[src/rtl/store_buffer_fifo.sv]
// Store buffer: circular FIFO of pending stores with coalescing, load forwarding,
// threshold-triggered draining and a flush mode that drains until empty.
module store_buffer_fifo #(
    parameter int ADDR_WIDTH   = 32,
    parameter int DATA_WIDTH   = 32,
    parameter int NLINES       = 4,
    parameter int DRAIN_THRESH = 2
) (
    input  logic                      clk,
    input  logic                      reset,
    input  logic                      st_valid,
    output logic                      st_ready,
    input  logic [ADDR_WIDTH-1:0]     st_addr,
    input  logic [DATA_WIDTH-1:0]     st_data,
    input  logic                      ld_valid,
    input  logic [ADDR_WIDTH-1:0]     ld_addr,
    output logic                      ld_hit,
    output logic [DATA_WIDTH-1:0]     ld_data,
    output logic                      drain_valid,
    input  logic                      drain_ready,
    output logic [ADDR_WIDTH-1:0]     drain_addr,
    output logic [DATA_WIDTH-1:0]     drain_data,
    input  logic                      flush,
    output logic                      flushing,
    output logic [$clog2(NLINES):0]   count,
    output logic                      full,
    output logic                      empty
);

    localparam int PTR_W = $clog2(NLINES);

    typedef logic [PTR_W-1:0] ptr_t;
    typedef logic [PTR_W:0]   cnt_t;

    localparam cnt_t FULL_CNT   = cnt_t'(NLINES);
    localparam cnt_t THRESH_CNT = cnt_t'(DRAIN_THRESH);

    typedef enum logic {
        FL_IDLE,
        FL_ACTIVE
    } fl_state_e;

    logic [NLINES-1:0]     valid_q, valid_d;
    logic [ADDR_WIDTH-1:0] addr_q [NLINES];
    logic [ADDR_WIDTH-1:0] addr_d [NLINES];
    logic [DATA_WIDTH-1:0] data_q [NLINES];
    logic [DATA_WIDTH-1:0] data_d [NLINES];
    ptr_t                  head_q, head_d;
    ptr_t                  tail_q, tail_d;
    cnt_t                  count_q, count_d;
    fl_state_e             fl_state_q, fl_state_d;

    logic drain_fire;
    logic st_match;
    logic st_fire;
    ptr_t match_idx;

    // Status, handshakes, store match and load forwarding all derive from
    // register state only, so a same-cycle store is never forwarded.
    always_comb begin
        full        = (count_q == FULL_CNT);
        empty       = (count_q == '0);
        count       = count_q;
        flushing    = (fl_state_q == FL_ACTIVE);
        drain_valid = !empty && ((count_q >= THRESH_CNT) || flushing);
        drain_fire  = drain_valid && drain_ready;
        drain_addr  = empty ? '0 : addr_q[head_q];
        drain_data  = empty ? '0 : data_q[head_q];

        st_match  = 1'b0;
        match_idx = '0;
        ld_hit    = 1'b0;
        ld_data   = '0;
        for (int unsigned i = 0; i < NLINES; i++) begin
            // The head leaving this cycle cannot absorb a coalescing write.
            if (st_valid && valid_q[i] && (addr_q[i] == st_addr) &&
                !(drain_fire && (ptr_t'(i) == head_q))) begin
                st_match  = 1'b1;
                match_idx = ptr_t'(i);
            end
            if (ld_valid && valid_q[i] && (addr_q[i] == ld_addr)) begin
                ld_hit  = 1'b1;
                ld_data = data_q[i];
            end
        end

        st_ready = st_match || !full || drain_fire;
        st_fire  = st_valid && st_ready;
    end

    always_comb begin
        valid_d    = valid_q;
        addr_d     = addr_q;
        data_d     = data_q;
        head_d     = head_q;
        tail_d     = tail_q;
        count_d    = count_q;
        fl_state_d = fl_state_q;

        // Drain clears first so a store into the slot it frees (full case) wins.
        if (drain_fire) begin
            valid_d[head_q] = 1'b0;
            head_d          = head_q + ptr_t'(1);
        end

        if (st_fire) begin
            if (st_match) begin
                data_d[match_idx] = st_data;
            end else begin
                valid_d[tail_q] = 1'b1;
                addr_d[tail_q]  = st_addr;
                data_d[tail_q]  = st_data;
                tail_d          = tail_q + ptr_t'(1);
            end
        end

        if (st_fire && !st_match && !drain_fire) begin
            count_d = count_q + cnt_t'(1);
        end else if (drain_fire && !(st_fire && !st_match)) begin
            count_d = count_q - cnt_t'(1);
        end

        case (fl_state_q)
            FL_IDLE: begin
                if (flush && !empty) begin
                    fl_state_d = FL_ACTIVE;
                end
            end
            FL_ACTIVE: begin
                if (empty) begin
                    fl_state_d = FL_IDLE;
                end
            end
            default: fl_state_d = FL_IDLE;
        endcase
    end

    always_ff @(posedge clk or posedge reset) begin
        if (reset) begin
            valid_q    <= '0;
            head_q     <= '0;
            tail_q     <= '0;
            count_q    <= '0;
            fl_state_q <= FL_IDLE;
        end else begin
            valid_q    <= valid_d;
            head_q     <= head_d;
            tail_q     <= tail_d;
            count_q    <= count_d;
            fl_state_q <= fl_state_d;
        end
    end

    always_ff @(posedge clk) begin
        addr_q <= addr_d;
        data_q <= data_d;
    end

endmodule

[config.mk]
export PLATFORM = sky130hd
export DESIGN_NAME = store_buffer_fifo
export DESIGN_NICKNAME = d
export VERILOG_FILES = /design/src/rtl/store_buffer_fifo.sv
export SDC_FILE = /design/constraint.sdc
export NUM_CORES = 1
export LEC_CHECK = 0
export BUFFER_PORTS_ARGS = -buffer_cell sky130_fd_sc_hd__buf_2
export CORE_MARGIN = 2
export CORE_UTILIZATION = 40
export CTS_CLUSTER_SIZE = 28
export DETAILED_ROUTE_END_ITERATION = 10
export GPL_TIMING_DRIVEN = 0
export HOLD_SLACK_MARGIN = 0.1
export PLACE_DENSITY = 0.65
export SKIP_LAST_GASP = 1
export SLEW_MARGIN = 20
export SYNTH_ARGS = -nofsm -noshare
export SYNTH_HDL_FRONTEND = slang
export SYNTH_SLANG_ARGS = --single-unit
[constraint.sdc]
create_clock -name clk -period 13.9 [get_ports clk]
set_clock_uncertainty 0.05 [all_clocks]
set_input_delay 1.39 -clock clk [delete_from_list [all_inputs] [get_ports clk]]
set_output_delay 1.39 -clock clk [all_outputs]
set_load 0.005 [all_outputs]
==> flow_summary_export.csv, run 1 <==
group,metric,value,unit
clock_network,cts_buffer_depth,3,
grt,grt_pass1_vias,11310,
drt,dr.pass1.iters,5,
floorplan,ioPinCount,207,
sta,slew_violations,0,
synthesis,ys_warn_count,0,
power_and_ir_drop,power_switching,1192,uW
drt,drt_first_iter_violations,1181,
sta,fin_crit_sh,0.4126,
setup_path,crit_type,"in -> out",
grt,grt_pass1_wl,73820,um
sta,grt_setup_unrepaired,"false",
clock_network,postCtsSetupBuffers,0,
drt,totalWireLength,50100,um
floorplan,dieArea,40070,um^2
setup_path,rr_worst_depth,14,
setup_path,critPathLaunch,"ld_addr[19]",
floorplan,rows,71,
drt,dr_total_vias,11070,
synthesis,synth_common_cells,"edfxtp_1, xnor2_1, nor2b_1",
run,max_cap_viol_count,0,
setup_path,cp-endpoint,"ld_data[25]",
sta,period_needed,5735,ps
sta,max_freq,174.4,MHz
synthesis,post-synth-top-count-cell,"edfxtp_1",
synthesis,synthCells,1187,
power_and_ir_drop,swShare,0.3490,
setup_path,required,12460,ps
power_and_ir_drop,power.share.clock,0.246,
grt,grt_max_degree,24,
setup_path,r2r-end,"data_q[73]$_DFFE_PP_",
power_and_ir_drop,p_per_area,186.1,nW/um^2
sta,worst_pin_slew,1097,ps
synthesis,synth_ff_type,"edfxtp_1",
clock_network,holdBufCountCts,0,
sta,tns,0,ps
placement,place_congestion,0.9873,
drt,drc,0,
synthesis,avgSynthCellArea,12.97,um^2
synthesis,synthArstFlopShare,0.04478,
setup_path,path_max_fanout,10,
setup_path,cp_data_arrival_time,4300,ps
setup_path,r2r_start,"head_q[1]$_DFFE_PP0P_",
power_and_ir_drop,power_leakage,0.006546,uW
synthesis,seq_area_frac_synth,0.5189,
clock_network,clk_pin_slew_worst_paths,60,ps
hold_path,min_path_type,"reg -> reg",
floorplan,core_area,37760,um^2
clock_network,htreeDepth,1,
synthesis,ys_ff_latch,268,
clock_network,clock_latency,590,ps
floorplan,die_h,200.2,um
sta,setup_viol,0,
synthesis,synth_edf_count,256,
layout,nets,1547,
power_and_ir_drop,comb_power_share,0.386,
synthesis,synthesis.nets,1299,
power_and_ir_drop,p_int,2223,uW
synthesis,synth_top_area_cell,"edfxtp_1",
sta,maxSlewHeadroom,0.2608,
synthesis,synth.distinct_cells,46,
power_and_ir_drop,ir_drop,0.1022,mV
setup_path,crit_path_end_kind,"primary output",
drt,ant_nets,0,
clock_network,cts_root_buffer,"clkbuf_16",
setup_path,r2r_slack,8780,ps
synthesis,syn-cell-area,15390,um^2
layout,drive_gt1_frac,0.2936,
clock_network,cts_buffers,29,
power_and_ir_drop,seq_power_share,0.368,
setup_path,start_kind,"input port",
sta,hold_viol,0,
clock_network,clock-sinks,268,
layout,syn2layout_area_growth,19.22,%
clock_network,cts_resized,0,
clock_network,cts_tree,"yes",
placement,portBuffers,197,
floorplan,start_util,0.4077,
drt,drt-vias-per-instance,5.614,
synthesis,synth.top_cell.area_share,0.4994,
status,status,"finished, final reports clean",
drt,avgRoutedWirePerCell,25.41,um
sta,hold_ws,521.7,ps
grt,overflow,0,
floorplan,die_w,200.2,um
placement,hpwl,38420,um
synthesis,synthTopCellsByArea,"edfxtp_1, xnor2_1, mux4_2, nor2b_1, xor2_1",
grt,antenna_found_initial,5,
grt,grt_use_total,0.2482,
metrics by stage:
stage | total power [uW] | worst slack [ps] | instances | area (um^2) | utilization
final | 3414 | 8165 | 1972 | 18350 | 0.4861
after global routing | 3570 | 8020 | 1970 | 18350 | 0.4859
after CTS | 3428 | 7977 | 1969 | 18340 | 0.4857
after detailed placement | 2589 | 7996 | 1915 | 17300 | 0.4581
after global placement | 2543 | 5555 | 1895 | 17020 | 0.4507
after floorplan | 2019 | 8422 | 1187 | 15390 | -
critical path, cell delays in order:
cell and delay, ps:
buf_2 150, xor2_1 160, nor4_1 500, nand4_1 150, nor4_1 570, nand4_1 500, clkbuf_1 410, o21ai_0 180
o21ai_1 130, buf_2 150
registers in the layout (all words and copies together) (netlist names):
| name | flops |
|---|---|
| tail_q | 2 |
| flushing | 1 |
| count | 3 |
| addr_q | 128 |
| head_q | 2 |
| valid_q | 4 |
| data_q | 128 |
layout make-up:
class	count	area, um^2
repair buffers	217	1220
inverters	13	48.80
multi-input cells	810	6963
clock buffers	36	792.0
diodes	3	7.507
flip-flops and latches	268	7988
plain buffers	96	442.9
clock inverters	18	250.2
fillers	3401	19400
well taps	511	639.4
worst min path at each step:
stage | startpoint | end | depth (start not counted)
global route | tail_q[1]$_DFFE_PP0N_ | tail_q[1]$_DFFE_PP0N_ | 1
CTS | tail_q[1]$_DFFE_PP0N_ | tail_q[1]$_DFFE_PP0N_ | 1
detailed placement | tail_q[1]$_DFFE_PP0N_ | tail_q[1]$_DFFE_PP0N_ | 1
global placement | tail_q[1]$_DFFE_PP0N_ | tail_q[1]$_DFFE_PP0N_ | 1
finish | count[2]$_DFFE_PP0P_ | count[2]$_DFFE_PP0P_ | 1
floorplan | valid_q[3]$_DFF_PP0_ | valid_q[3]$_DFF_PP0_ | 2
power groups by stage:
| stage | logic [uW] | clock network, uW | registers (uW) |
|---|---|---|---|
| finish | 1320 | 842 | 1260 |
| floorplan | 787 | 0 | 1230 |
| global placement | 1260 | 0 | 1280 |
| CTS | 1330 | 847 | 1250 |
| global route | 1420 | 877 | 1270 |
| detailed placement | 1320 | 0 | 1270 |
routing by layer:
metal,GRT usage,wire length [um],vias up
met1,0.3333,20380,5556
met2,0.4100,23620,538
met3,0.04279,4351,111
li1,-,-,4864
met4,0.07996,1739,2
met5,0,13,-
logic make-up (layout without fill, tap and decap cells):
family,count (synthesis),in the layout,synth area share
buf+inv,109,380,0.03186
xor+xnor,258,258,0.1478
simple gates,363,363,0.1379
mux,67,67,0.09584
fa+ha+maj,10,10,0.008617
compound gates,112,112,0.05910
flops,268,268,0.5189
other cells,0,3,0
cell usage in the layout, fill, tap and decap left out, drive strengths merged:
cell / Yosys / routed
xnor2: 190 / 190
a211oi: 1 / 1
o21ai: 69 / 69
and2: 65 / 65
dfrtp: 12 / 12
bufinv: 0 / 5
mux4: 64 / 64
buf: 48 / 264
nor3b: 2 / 2
nand2b: 1 / 1
and4: 3 / 3
clkinvlp: 0 / 2
ha: 9 / 9
o221a: 1 / 1
clkinv: 0 / 8
nand2: 44 / 44
mux2: 3 / 3
or4: 1 / 1
a21oi: 1 / 1
nor2: 16 / 16
clkbuf: 48 / 85
nand3: 12 / 12
o211a: 1 / 1
a222oi: 1 / 1
diode: 0 / 3
and3: 32 / 32
fa: 1 / 1
inv: 13 / 16
edfxtp: 256 / 256
or2: 1 / 1
nor4: 20 / 20
nand4: 49 / 49
a21bo: 1 / 1
nor3: 19 / 19
o31ai: 4 / 4
xor2: 68 / 68
a221oi: 32 / 32
or3: 1 / 1
o21a: 1 / 1
nor2b: 97 / 97
Note: power is estimated with default switching activity, not from simulation.
==> inputs of run 2 (changes only) <==
clock period = 5.3 ns   (was 13.9 ns; I/O delays follow)
==> run 2 against run 1 <==
Compared with the run above: first-iteration DRC count is 0.68% higher; sequential share of layout area fell by 0.071 points; setup slack got worse by 7700 ps; critical path depth is 4 higher; via count shrank 0.44%; global-route usage barely moved; critical endpoint is now data_q[68]$_DFFE_PP_; highest routed layer unchanged; clock power grew to 2.6 times the previous value; final cell count is 0.15% higher; core utilization grew 0.079 points; largest cell class unchanged; register-to-register slack worse by 8300 ps.
==> flow_summary_export.csv, run 2 (synthesis gave the netlist of run 1 again) <==
group,metric,value,unit
status,status,"finished, final reports clean",
floorplan,die_h,200.2,um
layout,top_regs,"addr_q (128), data_q (128), valid_q (4)",
sta,worst_pin_slew,1078,ps
clock_network,clk_pin_slew_worst_paths,60,ps
floorplan,die_w,200.2,um
clock_network,cts_tree,"yes",
placement,portBuffers,197,
floorplan,core_area,37760,um^2
drt,dr_total_vias,11020,
setup_path,required,5550,ps
setup_path,cp_data_arrival_time,5060,ps
grt,grt_pass1_vias,11320,
clock_network,clock_latency,590,ps
hold_path,min_path_type,"in -> reg",
hold_path,hold_start,"st_addr[26]",
clock_network,cts_buffer_depth,3,
grt,antenna_found_initial,5,
layout,multi_input_area,6968,um^2
sta,hold_viol,0,
setup_path,r2r_start,"head_q[1]$_DFFE_PP0P_",
sta,period_needed,4808,ps
placement,place_congestion,0.9873,
drt,dr.pass1.iters,5,
floorplan,ioPinCount,207,
placement,placed_area,17300,um^2
clock_network,cts_root_buffer,"clkbuf_16",
drt,drc,0,
power_and_ir_drop,power.share.clock,0.246,
sta,grt_setup_unrepaired,"false",
placement,hpwl,38420,um
floorplan,dieArea,40070,um^2
layout,syn2layout_area_growth,19.42,%
setup_path,path_max_fanout,10,
power_and_ir_drop,power_switching,3117,uW
power_and_ir_drop,p_int,5833,uW
drt,drt-vias-per-instance,5.581,
floorplan,start_util,0.4077,
power_and_ir_drop,power.total,8950,uW
grt,overflow,0,
power_and_ir_drop,power_leakage,0.006563,uW
layout,final_cell_mix,"edfxtp_1, buf_2, xnor2_1",
drt,ant_nets,0,
layout,drive_gt1_frac,0.2952,
grt,grt_pass1_wl,73890,um
layout,regArea,7988,um^2
run,max_cap_viol_count,0,
setup_path,crit_path_end_kind,"register",
power_and_ir_drop,p_per_area,486.9,nW/um^2
clock_network,postCtsSetupBuffers,0,
layout,layout_commonest_cell,"edfxtp_1",
sta,slew_violations,0,
placement,place_inst,1915,
power_and_ir_drop,swShare,0.3483,
sta,hold_ws,124.8,ps
sta,fin_crit_sh,0.9071,
setup_path,critPathLaunch,"head_q[1]$_DFFE_PP0P_",
layout,nets,1549,
grt,grt_max_degree,24,
drt,drt_first_iter_violations,1189,
clock_network,cts_buffers,29,
power_and_ir_drop,comb_power_share,0.386,
layout,finish.instance_area,18380,um^2
sta,max_freq,208.0,MHz
floorplan,rows,71,
clock_network,htreeDepth,1,
sta,maxSlewHeadroom,0.2736,
setup_path,crit_type,"reg -> reg",
drt,avgRoutedWirePerCell,25.32,um
power_and_ir_drop,seq_power_share,0.368,
layout,instances_no_fill,1975,
power_and_ir_drop,ir_drop,0.2669,mV
sta,setup_viol,0,
layout,fillers,3399,
clock_network,clock-sinks,268,
grt,grt_use_total,0.2484,
drt,totalWireLength,50010,um
setup_path,start_kind,"register",
run 2: layout make-up:
class	count	area share
clock buffer	36	0.04309
clock inverter	18	0.01361
tap	511	0.03478
antenna	4	0.0005446
sequential	268	0.4346
inverter	13	0.002655
multi-input combinational	810	0.3791
timing repair buffer	219	0.06746
buffer	96	0.02423
run 2: path summary, 6_finish.rpt:
path                                        end  slack, ps  cells past startpoint
max in group asynchronous  valid_q[1]$_DFF_PP0_       4360                      3
setup / recovery           data_q[68]$_DFFE_PP_        490                     14
min in group asynchronous    flushing$_DFF_PP0_        480                      3
hold / removal             addr_q[90]$_DFFE_PP_        120                      1
setup reg to reg           data_q[68]$_DFFE_PP_        490                     14
hold reg to reg            count[2]$_DFFE_PP0P_        520                      1
run 2: critical path: stages, from the launching register on:
cell      delay [ps]
dfrtp_1          410
clkbuf_2         370
buf_1            580
inv_1            150
ha_1             220
nand2_1           60
o21ai_0          130
nor3_1           360
nand4_1          210
nand4_2          320
o21ai_0          410
nor3_2           590
buf_4            290
buf_4            220
buf_6            170
run 2: routing by layer:
metal | wire (um) | global-route usage
met1 | 20200 | 0.3334
met2 | 23560 | 0.4106
met3 | 4547 | 0.04279
met4 | 1689 | 0.07996
met5 | 13 | 0
run 2: timing repair:
| item | 4_1_cts | 5_1_grt |
|---|---|---|
| gates resized for setup | 0 | 5 |
| endpoints found under the setup margin | 0 | 17 |
| hold endpoints to repair | 13 | 0 |
| hold buffers | 2 | 0 |
run 2: per-stage QoR:
step	worst slack (ps)	setup TNS, ps	utilization
global route	170.1	0	0.4867
floorplan	227.3	0	-
CTS	159.0	0	0.4862
finish	492.3	0	0.4869
detailed placement	163.3	0	0.4581
global placement	-2706	-415130	0.4507
run 2: power groups by stage:
stage,clock [uW],combinational [uW],sequential [uW]
3_5_place_dp,0,3460,3330
3_3_place_gp,0,3320,3350
4_1_cts,2220,3480,3290
5_1_grt,2300,3720,3340
2_1_floorplan,0,2060,3230
6_report,2200,3460,3290
